===== src/rtl/regfile_pkg.sv =====
// Shared constants for the tiny16 register file: fixed register indices and
// default geometry / stack bounds.
package regfile_pkg;

  localparam int unsigned ZERO_IDX = 0;
  localparam int unsigned PC_IDX   = 1;
  localparam int unsigned SP_IDX   = 2;
  localparam int unsigned BA_IDX   = 3;
  localparam int unsigned RA_IDX   = 4;

  localparam int unsigned DEF_WIDTH    = 16;
  localparam int unsigned DEF_NREGS    = 16;
  localparam int unsigned DEF_SP_TOP   = 'h00FF;
  localparam int unsigned DEF_SP_LIMIT = 'h0080;

endpackage


===== src/rtl/register_file_if.sv =====
// Bus bundle between decode/control (master) and the register file (slave).
interface register_file_if
  import regfile_pkg::*;
#(
  parameter int WIDTH = DEF_WIDTH,
  parameter int NREGS = DEF_NREGS,
  localparam int AW   = $clog2(NREGS)
);
  logic [AW-1:0]    rd_a_sel;
  logic [WIDTH-1:0] rd_a;
  logic [AW-1:0]    rd_b_sel;
  logic [WIDTH-1:0] rd_b;
  logic [AW-1:0]    wr_sel;
  logic [WIDTH-1:0] wr_data;
  logic             wr_en;
  logic             wr_hi_en;
  logic             wr_lo_en;
  logic             pc_inc;
  logic             pc_load;
  logic [WIDTH-1:0] pc_target;
  logic             sp_inc;
  logic             sp_dec;
  logic             stk_clr;
  logic [WIDTH-1:0] pc;
  logic [WIDTH-1:0] sp;
  logic             stk_ovf;
  logic             stk_unf;

  modport master (
    output rd_a_sel, rd_b_sel, wr_sel, wr_data, wr_en, wr_hi_en, wr_lo_en,
           pc_inc, pc_load, pc_target, sp_inc, sp_dec, stk_clr,
    input  rd_a, rd_b, pc, sp, stk_ovf, stk_unf
  );

  modport slave (
    input  rd_a_sel, rd_b_sel, wr_sel, wr_data, wr_en, wr_hi_en, wr_lo_en,
           pc_inc, pc_load, pc_target, sp_inc, sp_dec, stk_clr,
    output rd_a, rd_b, pc, sp, stk_ovf, stk_unf
  );
endinterface


===== src/rtl/stack_ptr_ctrl.sv =====
// Stack pointer register with bounds checking, push/pop arbitration and
// sticky overflow/underflow flags. Stack grows downward from SP_TOP.
module stack_ptr_ctrl #(
  parameter int WIDTH = 16,
  parameter logic [WIDTH-1:0] SP_TOP   = 16'h00FF,
  parameter logic [WIDTH-1:0] SP_LIMIT = 16'h0080
) (
  input  logic             clk,
  input  logic             rst,
  input  logic             sp_inc,
  input  logic             sp_dec,
  input  logic             stk_clr,
  input  logic             wr_hit,
  input  logic [WIDTH-1:0] wr_val,
  output logic [WIDTH-1:0] sp_q,
  output logic [WIDTH-1:0] sp_nxt,
  output logic             stk_ovf,
  output logic             stk_unf
);

  logic at_top, at_limit, ovf_ev, unf_ev;

  assign at_top   = (sp_q == SP_TOP);
  assign at_limit = (sp_q == SP_LIMIT);
  assign ovf_ev   = sp_dec && !sp_inc && at_limit;
  assign unf_ev   = sp_inc && !sp_dec && at_top;

  // Any push/pop request, even a cancelling pair, blocks a general write.
  always_comb begin
    sp_nxt = sp_q;
    if (sp_inc && sp_dec) begin
      sp_nxt = sp_q;
    end else if (sp_dec) begin
      if (!at_limit) sp_nxt = sp_q - WIDTH'(1);
    end else if (sp_inc) begin
      if (!at_top) sp_nxt = sp_q + WIDTH'(1);
    end else if (wr_hit) begin
      sp_nxt = wr_val;
    end
  end

  always_ff @(posedge clk or negedge rst) begin
    if (!rst) begin
      sp_q    <= SP_TOP;
      stk_ovf <= 1'b0;
      stk_unf <= 1'b0;
    end else begin
      sp_q    <= sp_nxt;
      stk_ovf <= ovf_ev || (stk_ovf && !stk_clr);
      stk_unf <= unf_ev || (stk_unf && !stk_clr);
    end
  end

endmodule


===== src/rtl/register_file.sv =====
// tiny16 register file: two read ports, byte-lane write port, PC and SP
// sequencing. Define REGFILE_BYPASS_EN to forward next-state values to reads.
module register_file
  import regfile_pkg::*;
#(
  parameter int WIDTH = DEF_WIDTH,
  parameter int NREGS = DEF_NREGS,
  parameter logic [WIDTH-1:0] SP_TOP   = WIDTH'(DEF_SP_TOP),
  parameter logic [WIDTH-1:0] SP_LIMIT = WIDTH'(DEF_SP_LIMIT),
  localparam int AW = $clog2(NREGS)
) (
  input  logic            clk,
  input  logic            rst,
  register_file_if.slave  bus
);

  logic [WIDTH-1:0] gp_q [NREGS];
  logic [WIDTH-1:0] cur  [NREGS];
  logic [WIDTH-1:0] nxt  [NREGS];
  logic [WIDTH-1:0] pc_q, pc_nxt, sp_q, sp_nxt, sp_wr_val;
  logic             wr_any, sp_wr_hit;

  // Full word first, then each enabled byte lane takes wr_data[7:0].
  function automatic logic [WIDTH-1:0] merge_word(
    input logic [WIDTH-1:0] old_val,
    input logic [WIDTH-1:0] data,
    input logic             en,
    input logic             hi_en,
    input logic             lo_en
  );
    logic [WIDTH-1:0] v;
    v = en ? data : old_val;
    if (hi_en) v[WIDTH-1 -: 8] = data[7:0];
    if (lo_en) v[7:0] = data[7:0];
    return v;
  endfunction

  assign wr_any    = bus.wr_en || bus.wr_hi_en || bus.wr_lo_en;
  assign sp_wr_hit = wr_any && (bus.wr_sel == AW'(SP_IDX));
  assign sp_wr_val = merge_word(sp_q, bus.wr_data, bus.wr_en, bus.wr_hi_en, bus.wr_lo_en);

  always_comb begin
    pc_nxt = pc_q;
    if (bus.pc_load) begin
      pc_nxt = bus.pc_target;
    end else if (bus.pc_inc) begin
      pc_nxt = pc_q + WIDTH'(1);
    end else if (wr_any && bus.wr_sel == AW'(PC_IDX)) begin
      pc_nxt = merge_word(pc_q, bus.wr_data, bus.wr_en, bus.wr_hi_en, bus.wr_lo_en);
    end
  end

  always_comb begin
    for (int i = 0; i < NREGS; i++) begin
      cur[i] = gp_q[i];
      nxt[i] = gp_q[i];
      if (wr_any && bus.wr_sel == AW'(i))
        nxt[i] = merge_word(gp_q[i], bus.wr_data, bus.wr_en, bus.wr_hi_en, bus.wr_lo_en);
    end
    cur[ZERO_IDX] = '0;
    nxt[ZERO_IDX] = '0;
    cur[PC_IDX]   = pc_q;
    nxt[PC_IDX]   = pc_nxt;
    cur[SP_IDX]   = sp_q;
    nxt[SP_IDX]   = sp_nxt;
  end

  // Entries below BA_IDX are never stored here; PC and SP have their own state.
  always_ff @(posedge clk or negedge rst) begin
    if (!rst) begin
      for (int i = 0; i < NREGS; i++) gp_q[i] <= '0;
      pc_q <= '0;
    end else begin
      for (int i = BA_IDX; i < NREGS; i++) gp_q[i] <= nxt[i];
      pc_q <= pc_nxt;
    end
  end

  stack_ptr_ctrl #(
    .WIDTH    (WIDTH),
    .SP_TOP   (SP_TOP),
    .SP_LIMIT (SP_LIMIT)
  ) u_sp (
    .clk     (clk),
    .rst     (rst),
    .sp_inc  (bus.sp_inc),
    .sp_dec  (bus.sp_dec),
    .stk_clr (bus.stk_clr),
    .wr_hit  (sp_wr_hit),
    .wr_val  (sp_wr_val),
    .sp_q    (sp_q),
    .sp_nxt  (sp_nxt),
    .stk_ovf (bus.stk_ovf),
    .stk_unf (bus.stk_unf)
  );

`ifdef REGFILE_BYPASS_EN
  assign bus.rd_a = nxt[bus.rd_a_sel];
  assign bus.rd_b = nxt[bus.rd_b_sel];
  assign bus.pc   = pc_nxt;
  assign bus.sp   = sp_nxt;
`else
  assign bus.rd_a = cur[bus.rd_a_sel];
  assign bus.rd_b = cur[bus.rd_b_sel];
  assign bus.pc   = pc_q;
  assign bus.sp   = sp_q;
`endif

endmodule


===== src/flat_wrapper.sv =====
// flat-port wrapper written by rule: the top's interface ports become plain ports
module register_file_flat import regfile_pkg::*;
#(
  parameter int WIDTH = DEF_WIDTH,
  parameter int NREGS = DEF_NREGS,
  parameter logic [WIDTH-1:0] SP_TOP   = WIDTH'(DEF_SP_TOP),
  parameter logic [WIDTH-1:0] SP_LIMIT = WIDTH'(DEF_SP_LIMIT),
  localparam int AW = $clog2(NREGS)
)
  (clk, rst, bus_rd_a_sel, bus_rd_b_sel, bus_wr_sel, bus_wr_data, bus_wr_en, bus_wr_hi_en, bus_wr_lo_en, bus_pc_inc, bus_pc_load, bus_pc_target, bus_sp_inc, bus_sp_dec, bus_stk_clr, bus_rd_a, bus_rd_b, bus_pc, bus_sp, bus_stk_ovf, bus_stk_unf);
  register_file_if #(.WIDTH(WIDTH), .NREGS(NREGS)) bus_i ();
  input  logic clk;
  input  logic rst;
  input wire logic [$bits(bus_i.rd_a_sel)-1:0] bus_rd_a_sel;
  input wire logic [$bits(bus_i.rd_b_sel)-1:0] bus_rd_b_sel;
  input wire logic [$bits(bus_i.wr_sel)-1:0] bus_wr_sel;
  input wire logic [$bits(bus_i.wr_data)-1:0] bus_wr_data;
  input wire logic [$bits(bus_i.wr_en)-1:0] bus_wr_en;
  input wire logic [$bits(bus_i.wr_hi_en)-1:0] bus_wr_hi_en;
  input wire logic [$bits(bus_i.wr_lo_en)-1:0] bus_wr_lo_en;
  input wire logic [$bits(bus_i.pc_inc)-1:0] bus_pc_inc;
  input wire logic [$bits(bus_i.pc_load)-1:0] bus_pc_load;
  input wire logic [$bits(bus_i.pc_target)-1:0] bus_pc_target;
  input wire logic [$bits(bus_i.sp_inc)-1:0] bus_sp_inc;
  input wire logic [$bits(bus_i.sp_dec)-1:0] bus_sp_dec;
  input wire logic [$bits(bus_i.stk_clr)-1:0] bus_stk_clr;
  output wire logic [$bits(bus_i.rd_a)-1:0] bus_rd_a;
  output wire logic [$bits(bus_i.rd_b)-1:0] bus_rd_b;
  output wire logic [$bits(bus_i.pc)-1:0] bus_pc;
  output wire logic [$bits(bus_i.sp)-1:0] bus_sp;
  output wire logic [$bits(bus_i.stk_ovf)-1:0] bus_stk_ovf;
  output wire logic [$bits(bus_i.stk_unf)-1:0] bus_stk_unf;
  assign bus_i.rd_a_sel = bus_rd_a_sel;
  assign bus_i.rd_b_sel = bus_rd_b_sel;
  assign bus_i.wr_sel = bus_wr_sel;
  assign bus_i.wr_data = bus_wr_data;
  assign bus_i.wr_en = bus_wr_en;
  assign bus_i.wr_hi_en = bus_wr_hi_en;
  assign bus_i.wr_lo_en = bus_wr_lo_en;
  assign bus_i.pc_inc = bus_pc_inc;
  assign bus_i.pc_load = bus_pc_load;
  assign bus_i.pc_target = bus_pc_target;
  assign bus_i.sp_inc = bus_sp_inc;
  assign bus_i.sp_dec = bus_sp_dec;
  assign bus_i.stk_clr = bus_stk_clr;
  assign bus_rd_a = bus_i.rd_a;
  assign bus_rd_b = bus_i.rd_b;
  assign bus_pc = bus_i.pc;
  assign bus_sp = bus_i.sp;
  assign bus_stk_ovf = bus_i.stk_ovf;
  assign bus_stk_unf = bus_i.stk_unf;
  register_file #(.WIDTH(WIDTH), .NREGS(NREGS), .SP_TOP(SP_TOP), .SP_LIMIT(SP_LIMIT)) u_core (.clk(clk), .rst(rst), .bus(bus_i));
endmodule

===== config.mk =====
export PLATFORM = sky130hd
export DESIGN_NAME = register_file_flat
export DESIGN_NICKNAME = d
export VERILOG_FILES = /design/src/rtl/regfile_pkg.sv /design/src/rtl/register_file_if.sv /design/src/rtl/stack_ptr_ctrl.sv /design/src/rtl/register_file.sv /design/src/flat_wrapper.sv
export SDC_FILE = /design/constraint.sdc
export NUM_CORES = 1
export LEC_CHECK = 0
export ABC_AREA = 1
export BUFFER_PORTS_ARGS = -buffer_cell sky130_fd_sc_hd__buf_2
export CORE_UTILIZATION = 65
export DETAILED_ROUTE_END_ITERATION = 10
export PLACE_DENSITY = 0.85
export SLEW_MARGIN = 20
export SYNTH_ARGS = -nofsm -noshare
export SYNTH_HDL_FRONTEND = slang
export SYNTH_HIERARCHICAL = 1
export SYNTH_SLANG_ARGS = --single-unit

===== constraint.sdc =====
create_clock -name clk -period 3.16 [get_ports clk]
set_input_delay 0.474 -clock clk [delete_from_list [all_inputs] [get_ports clk]]
set_output_delay 0.474 -clock clk [all_outputs]
set_load 0.03 [all_outputs]

* After elaboration in Yosys (flattened, before gate mapping)
Cells that the tools add are included.
** Word-level totals
- Bits of input ports :: 54
- Register bits after elaboration :: 242
- Output and inout port bits :: 66
** Cells by class
- Add/sub/neg operators :: 3
- Eq/ne operators :: 19
- Magnitude comparators :: 2
- Reductions and logical operators :: 67
- Muxes and demuxes :: 17
- Bitwise gates (word level) :: 3
** Operators by type and width (number)
- $mux 16 :: 13
- $bmux 16 s4 :: 2
- $reduce_and 2->1 :: 28
- $add 16x1->16 const B :: 2
- $eq 16x8->1 const B :: 2
- $eq 4x4->1 const B :: 8
- $logic_and 1x1->1 :: 22
- $eq 4x3->1 const B :: 4
- $mux 8 :: 2
- $reduce_bool 4->1 :: 4
- $sub 16x1->16 const B :: 1
- $ge 5x5->1 const B :: 2
- $not 4->5 :: 2
- $reduce_and 5->1 :: 2
- $eq 4x2->1 const B :: 2
- $reduce_bool 3->1 :: 2
- $eq 4x1->1 const B :: 1
- $logic_or 1x1->1 :: 4
- $reduce_bool 2->1 :: 2
- $logic_not 1->1 :: 3
- $ne 3x3->1 const B :: 1
- $ne 2x2->1 const B :: 1
- $not 1->1 :: 1

* Depth between registers and ports, before layout
Gate-level depths: netlist of run 1.
- Word-level depth :: 6
- Gate-level depth with buffers :: 12
- Mapped depth without buffers :: 11

* Cells and area by module
Netlist of run 1, hierarchy kept.
** By module, submodules not included
- register_file :: seq. area each 5605.4 µm², cells an instance 1904, area each 13764.5 µm², instances 1
- stack_ptr_ctrl :: seq. area each 460.4 µm², cells an instance 347, area each 2045.7 µm², instances 1

* Least setup slack after synthesis of run 1
Ideal clock, no wire load.
- Path type :: input port to output port
- Start point :: in bus_rd_a_sel[0]
- End point :: out bus_rd_a[10]
- Cell stages on the path :: 8
- Path buffers :: 2
- Slack :: 1.043 ns
- Data required time :: 2.686 ns
- Arrival time :: 1.643 ns
- Cell sequence :: buf_2 clkinv_1 nor2_4 buf_4 a21oi_1 o21ai_0 nand3_1 nand2_1
** Between the ends
- Word-level cells in the longest chain between the ends :: 4
** Ends and longest elaborated chain
- start: declaration :: RTL line flat_wrapper.sv:14 : input wire logic [$bits(bus_i.rd_a_sel)-1:0] bus_rd_a_sel;
- $not 4->5 (implied by the code) :: RTL line register_file.sv:103 : assign bus.rd_a = cur[bus.rd_a_sel];
- $bmux 16 s4 :: RTL line register_file.sv:103
- $mux 16 (implied by the code) (2 in a row) :: RTL line register_file.sv:103
- end: declaration :: RTL line flat_wrapper.sv:27 : output wire logic [$bits(bus_i.rd_a)-1:0] bus_rd_a;
No other way between the ends. The select of a mux whose other input is x is not followed.

* Final worst setup path of run 1
- Start point :: in bus_rd_a_sel[1]
- End point :: out bus_rd_a[7]
The elaborated chain is that of the path after synthesis.

==> results_dict.tcl, run 1 <==
set metrics [dict create \
    grt_pass1_vias 15256 \
    vias 16621 \
    period_needed_ps 2660 \
    hold_ws_ps 136 \
    place.port_buffers 119 \
    grt_max_degree 99 \
    initial_core_util_pct 66.8 \
    reg2reg_from "u_core/u_sp/sp_q[0]" \
    rows 56 \
    drtAntennaViolNets 0 \
    dp_slack_ps 632 \
    yosys.area_share.simple_pct 24.3 \
    min-delay-start "bus_stk_clr" \
    drc 0 \
    crit_type "input pin to output pin" \
    multi_input_area_mm2 0.00817 \
    synth_nets 2308 \
    synth_compound_area_share_pct 26.6 \
    cts_tree "yes" \
    synthTopCellsByArea "dfrtp_1, o21ai_0, nand2_1, nand3_1, a21oi_1" \
    clock_path_buffers 3 \
    slew_viol_final 0 \
    hold_viol_final 0 \
    die_x_um 158 \
    max_stage_delay_ps 500 \
    synth_top_family_by_area "compound AO/OA/AOI/OAI gates" \
    track_usage_pct 41.4 \
    routed_wl_um 50900 \
    routedWlPerCell_um 19.6 \
    crit_chain "buf_4 > buf_4 > o21ai_0 > o21ai_0 > nand3_1 > nand2_1 > buf_2" \
    yosys_warnings 6 \
    cts.clk_slew.worst_paths_ps 60 \
    status "finished, final reports clean" \
    fillers 2028 \
    final_common_cell "nand2_1" \
    synthMuxAreaShare_pct 0 \
    io_pins 120 \
    startpoint_type "input pin" \
    finalWorstSetupSlack_ps 500 \
    seq_area_frac_synth_pct 38.4 \
    synth_adder_area_share_pct 0.237 \
    drt-initial-drc-count 2362 \
    fin_cells 2600 \
    clock.fmax_mhz 376 \
    die_area_mm2 0.0250 \
    maxSlewHeadroom_pct 51.5 \
    yosys.area.top_type_share_pct 37.0 \
    min_to "u_core/u_sp/stk_ovf" \
    post-route-period-util_pct 84.2 \
    cp_max_fo 53 \
    synth_cells 2251 \
    cts-buffers-inserted 27 \
    post_cts_resized 0 \
    cts_root_buf "clkbuf_16" \
    synthesis.area_mm2 0.0158 \
    antenna_found_initial 2 \
    rrSetupSlack_ps 970 \
    peakVddDrop_v 0.000560 \
    r2r_end "u_core/u_sp/sp_q[1]" \
    area_delta_synth_final_pct 8.71 \
    cpMaxStageDelayCell "buf_4" \
    fin_skew_ps 4.07 \
    power_density_mw_per_mm2 610 \
    avgSynthCellArea_um2 7.02 \
    seq_area_mm2 0.00607 \
    post-place-cells 2549 \
    core_area_mm2 0.0237 \
    maxCapViolations 0 \
    post-cts-setup-buffers 0 \
    rsz0062_at_grt "false" \
    grt_overflow 0 \
    h-tree-depth 1 \
    dr.pass1.iters 6 \
    via_per_inst 6.39 \
    endpoint_kind "output pin" \
    grt_pass1_wl_um 80600 \
    setup_tns_ps 0 \
    final_cell_mix "nand2_1, o21ai_0, dfrtp_1" \
    min_path_cells 2 \
    worst_pin_slew_ps 726 \
    required_ps 2690 \
    p_leak_uw 0.00794 \
    hp-class "input pin to flop" \
    crit_arrival_ps 2190 \
    place_congestion 0.957 \
    insertion_delay_ps 540 \
    clock-sinks 242 \
    dp_hpwl_um 33500 \
    synthXorXnorAreaFrac_pct 0.499 \
    synth_area_leader_cell "dfrtp_1" \
    worstRegToRegCells 9 \
    die_y_um 158 \
    ys_seq_elements 242 \
    setup_viol 0 \
    layout.nets 2317 \
    layout-drive-gt1-share_pct 11.7 \
    ys_types 42 \
]
-- what timing repair did --
item                                    CTS  global route
endpoints found under the setup margin    0             0
endpoints found under the hold margin    65             0
hold buffers                              1             0
-- cell families after synthesis --
group	after synthesis
AOI/OAI and AO/OA	779
xor gates and xnor gates	9
adders and majority gates	3
buffers and inverters	352
DFF	242
and+or+nand+nor	866
-- worst max-delay path: cells and delay by family --
kind	cells	cell delay, ps
buffers and inverters	3	1070
and+or+nand+nor	2	270
AOI/OAI and AO/OA	2	300
-- synth_stat cells (all sizes together) --
cell type	n
nand2	497
xnor2	1
nor4	1
ha	3
nand3	180
a31oi	3
dfrtp	234
dfstp	8
nor3	7
o211ai	100
or2	1
nor3b	1
and2	1
a21oi	164
a22oi	8
a21boi	5
xor2	8
nor2	171
o21ai	495
inv	169
clkbuf	74
o22ai	4
buf	103
clkinv	6
nand4	7
-- registers in the layout, summed over array words and instances, names as in the netlist --
name and count:
u_core/bus.pc 16, u_core/cur 208, u_core/u_sp/sp_q 16, u_core/u_sp/stk_ovf 1
u_core/u_sp/stk_unf 1
-- worst max path at each step --
stage                                     from            to  cells after the start
after detailed placement       bus_rd_b_sel[1]  bus_rd_b[15]                      8
after floorplan                bus_rd_a_sel[0]  bus_rd_a[10]                      8
final                          bus_rd_a_sel[1]   bus_rd_a[7]                      7
after global routing           bus_rd_b_sel[1]   bus_rd_b[0]                      8
after global placement         bus_rd_b_sel[1]   bus_rd_b[6]                      7
after CTS                 u_core/u_sp/sp_q[11]  bus_rd_b[11]                      5
-- routing by layer --
metal  vias up  wire length [µm]  GRT usage, %
li1       7599                 -             -
met1      7662             19400          55.2
met2      1146             23100          64.5
met3       214              5910          8.27
met4         0              2410          20.3
met5         -                 0             0
-- power by group --
part / leakage (µW) / switching [µW] / total (µW) / internal [µW]
clock network: 0.000441 / 1320 / 3240 / 1920
registers: 0.00304 / 701 / 4480 / 3780
logic: 0.00447 / 1860 / 2780 / 921
-- metrics by stage --
stage	util [%]	power (µW)	area (µm²)
2_1_floorplan	-	6330	15800
3_3_place_gp	68.7	7070	16300
3_5_place_dp	68.7	7190	16300
4_1_cts	72.6	10400	17200
5_1_grt	72.6	11000	17200
6_report	72.6	10500	17200
-- area by class of cell --
| type | instances | share of cell area (%) |
|---|---|---|
| Inverter | 175 | 3.82 |
| Clock buffer | 32 | 4.10 |
| Timing Repair Buffer | 157 | 5.77 |
| Multi-Input combinational cell | 1657 | 47.5 |
| Antenna cell | 1 | 0.0146 |
| Tap cell | 319 | 2.32 |
| Sequential cell | 242 | 35.3 |
| Clock inverter | 17 | 1.14 |
Power figures use the tool's default switching activity.
==> run 2: changes to the inputs <==
--- a/config.mk
+++ b/config.mk
@@ -7,9 +7,9 @@
 export LEC_CHECK = 0
 export ABC_AREA = 1
 export BUFFER_PORTS_ARGS = -buffer_cell sky130_fd_sc_hd__buf_2
-export CORE_UTILIZATION = 65
+export CORE_UTILIZATION = 62
 export DETAILED_ROUTE_END_ITERATION = 10
-export PLACE_DENSITY = 0.85
+export PLACE_DENSITY = 0.82
 export SLEW_MARGIN = 20
 export SYNTH_ARGS = -nofsm -noshare
 export SYNTH_HDL_FRONTEND = slang
==> constraint.sdc (replaced) <==
create_clock -name clk -period 2.6 [get_ports clk]
set_input_delay 0.39 -clock clk [delete_from_list [all_inputs] [get_ports clk]]
set_output_delay 0.39 -clock clk [all_outputs]
set_load 0.03 [all_outputs]
==> results_dict.tcl, run 2 (synthesized netlist as in run 1, its figures left out) <==
set metrics [dict create \
    cts-buffers-inserted 27 \
    cts.clk_slew.worst_paths_ps 60 \
    layout.nets 2338 \
    period_needed_ps 2470 \
    post-route-period-util_pct 95.2 \
    area_delta_synth_final_pct 11.0 \
    p_leak_uw 0.00813 \
    dr.pass1.iters 7 \
    p_int_uw 8480 \
    drc 0 \
    routedWlPerCell_um 19.9 \
    rows 58 \
    routed_wl_um 52300 \
    maxSlewHeadroom_pct 52.1 \
    post-place-cells 2581 \
    clock_path_buffers 3 \
    fin_skew_ps 8.49 \
    peakVddDrop_v 0.000676 \
    startpoint_type "flop" \
    worst_pin_slew_ps 710 \
    cp_max_fo 10 \
    cts_tree "yes" \
    power_density_mw_per_mm2 756 \
    crit_type "flop to output pin" \
    die_x_um 162 \
    maxCapViolations 0 \
    rsz0062_at_grt "false" \
    insertion_delay_ps 540 \
    required_ps 2210 \
    hp-class "input pin to flop" \
    post-cts-setup-buffers 0 \
    drtAntennaViolNets 0 \
    setup_tns_ps 0 \
    grt_overflow 0 \
    track_usage_pct 39.7 \
    crit_arrival_ps 2080 \
    largest_reg_flops 208 \
    setup_viol 0 \
    fin_cells 2631 \
    vias 16872 \
    endpoint_kind "output pin" \
    place_congestion 0.932 \
    grt_pass1_vias 15387 \
    drt-initial-drc-count 2651 \
    fillers 2118 \
    die_area_mm2 0.0261 \
    switchingPower_uw 4790 \
    dp_hpwl_um 35500 \
    sw_frac_of_total_pct 36.1 \
    final_common_cell "nand2_1" \
    hold_viol_final 0 \
    place.port_buffers 119 \
    cts_root_buf "clkbuf_16" \
    final_cell_mix "nand2_1, o21ai_0, dfrtp_1" \
    p_comb_share_pct 26.0 \
    grt_max_degree 119 \
    antenna_found_initial 1 \
    clock.fmax_mhz 404 \
    grt_pass1_wl_um 82300 \
    io_pins 120 \
    layout-drive-gt1-share_pct 12.5 \
    clkPwrFrac_pct 32.9 \
    seqPwrFrac_pct 41.1 \
    core_area_mm2 0.0251 \
    die_y_um 162 \
    status "finished, final reports clean" \
    h-tree-depth 1 \
    via_per_inst 6.41 \
    clock-sinks 242 \
    slew_viol_final 0 \
    initial_core_util_pct 63.0 \
]
==> run 2: changes by cell type in the layout (fill, tap and decap cells not counted) <==
cell,previous run,this run
buf_4,34,48
buf_12,7,14
clkinv_2,9,4
clkbuf_8,1,5
bufinv_16,4,7
a21boi_0,3,5
a21boi_1,2,0
clkbuf_1,4,2
clkinvlp_4,3,1
inv_6,0,1
==> run 2: power by group through the flow <==
| stage | combinational (µW) | clock [µW] | sequential, µW |
|---|---|---|---|
| detailed placement | 3350 | 0 | 5460 |
| CTS | 3380 | 4390 | 5410 |
| global placement | 3230 | 0 | 5430 |
| global route | 3830 | 4540 | 5540 |
| floorplan | 2440 | 0 | 5250 |
| finish | 3450 | 4370 | 5460 |
==> run 2: area by class of cell <==
type,count,area (µm²),area share [%]
Multi-Input combinational cell,1657,8170,46.5
Sequential cell,242,6070,34.6
Timing Repair Buffer,178,1240,7.04
Clock buffer,34,752,4.28
Inverter,175,657,3.74
Tap cell,330,413,2.35
Clock inverter,14,255,1.45
Antenna cell,1,2.50,0.0143
==> run 2: final timing paths <==
path                       slack (ps)                 start                    to  cells past startpoint
max                               130  u_core/u_sp/sp_q[10]          bus_rd_a[10]                      5
min                                50           bus_stk_clr   u_core/u_sp/stk_ovf                      2
max reg2reg                       690   u_core/u_sp/sp_q[0]  u_core/u_sp/sp_q[14]                      8
min reg2reg                       490       u_core/cur[171]       u_core/cur[171]                      2
max in group asynchronous        1410                   rst   u_core/u_sp/sp_q[1]                      3
min in group asynchronous         370                   rst        u_core/cur[10]                      2
==> run 2: worst max-delay path, stage by stage, from the launching register on <==
cell	delay, ps
dfrtp_1	650
o21ai_0	120
o21ai_0	320
nand3_1	150
nand2_1	110
buf_2	200
==> run 2: per-stage QoR <==
stage	util [%]	total power [µW]	cell area [µm²]	hold slack [ps]	setup slack [ps]
2_1_floorplan	-	7690	15800	94.4	651
3_3_place_gp	65.8	8660	16500	353	454
3_5_place_dp	65.8	8820	16500	357	381
4_1_cts	69.9	13200	17500	39.2	200
5_1_grt	69.9	13900	17600	78.0	5.27
6_report	69.9	13300	17600	51.3	126
==> run 2: what timing repair did <==
action	4_1_cts	5_1_grt
endpoints found under the hold margin	54	0
hold buffers	1	0
gates resized for setup	0	0
==> run 2: per-layer routing <==
metal / vias up / track usage (%) / share of wire [%]
met4: 0 / 20.0 / 4.8
met1: 7902 / 52.2 / 39
met3: 182 / 7.33 / 11
li1: 7639 / - / -
met5: - / 0 / 0
met2: 1149 / 63.1 / 46
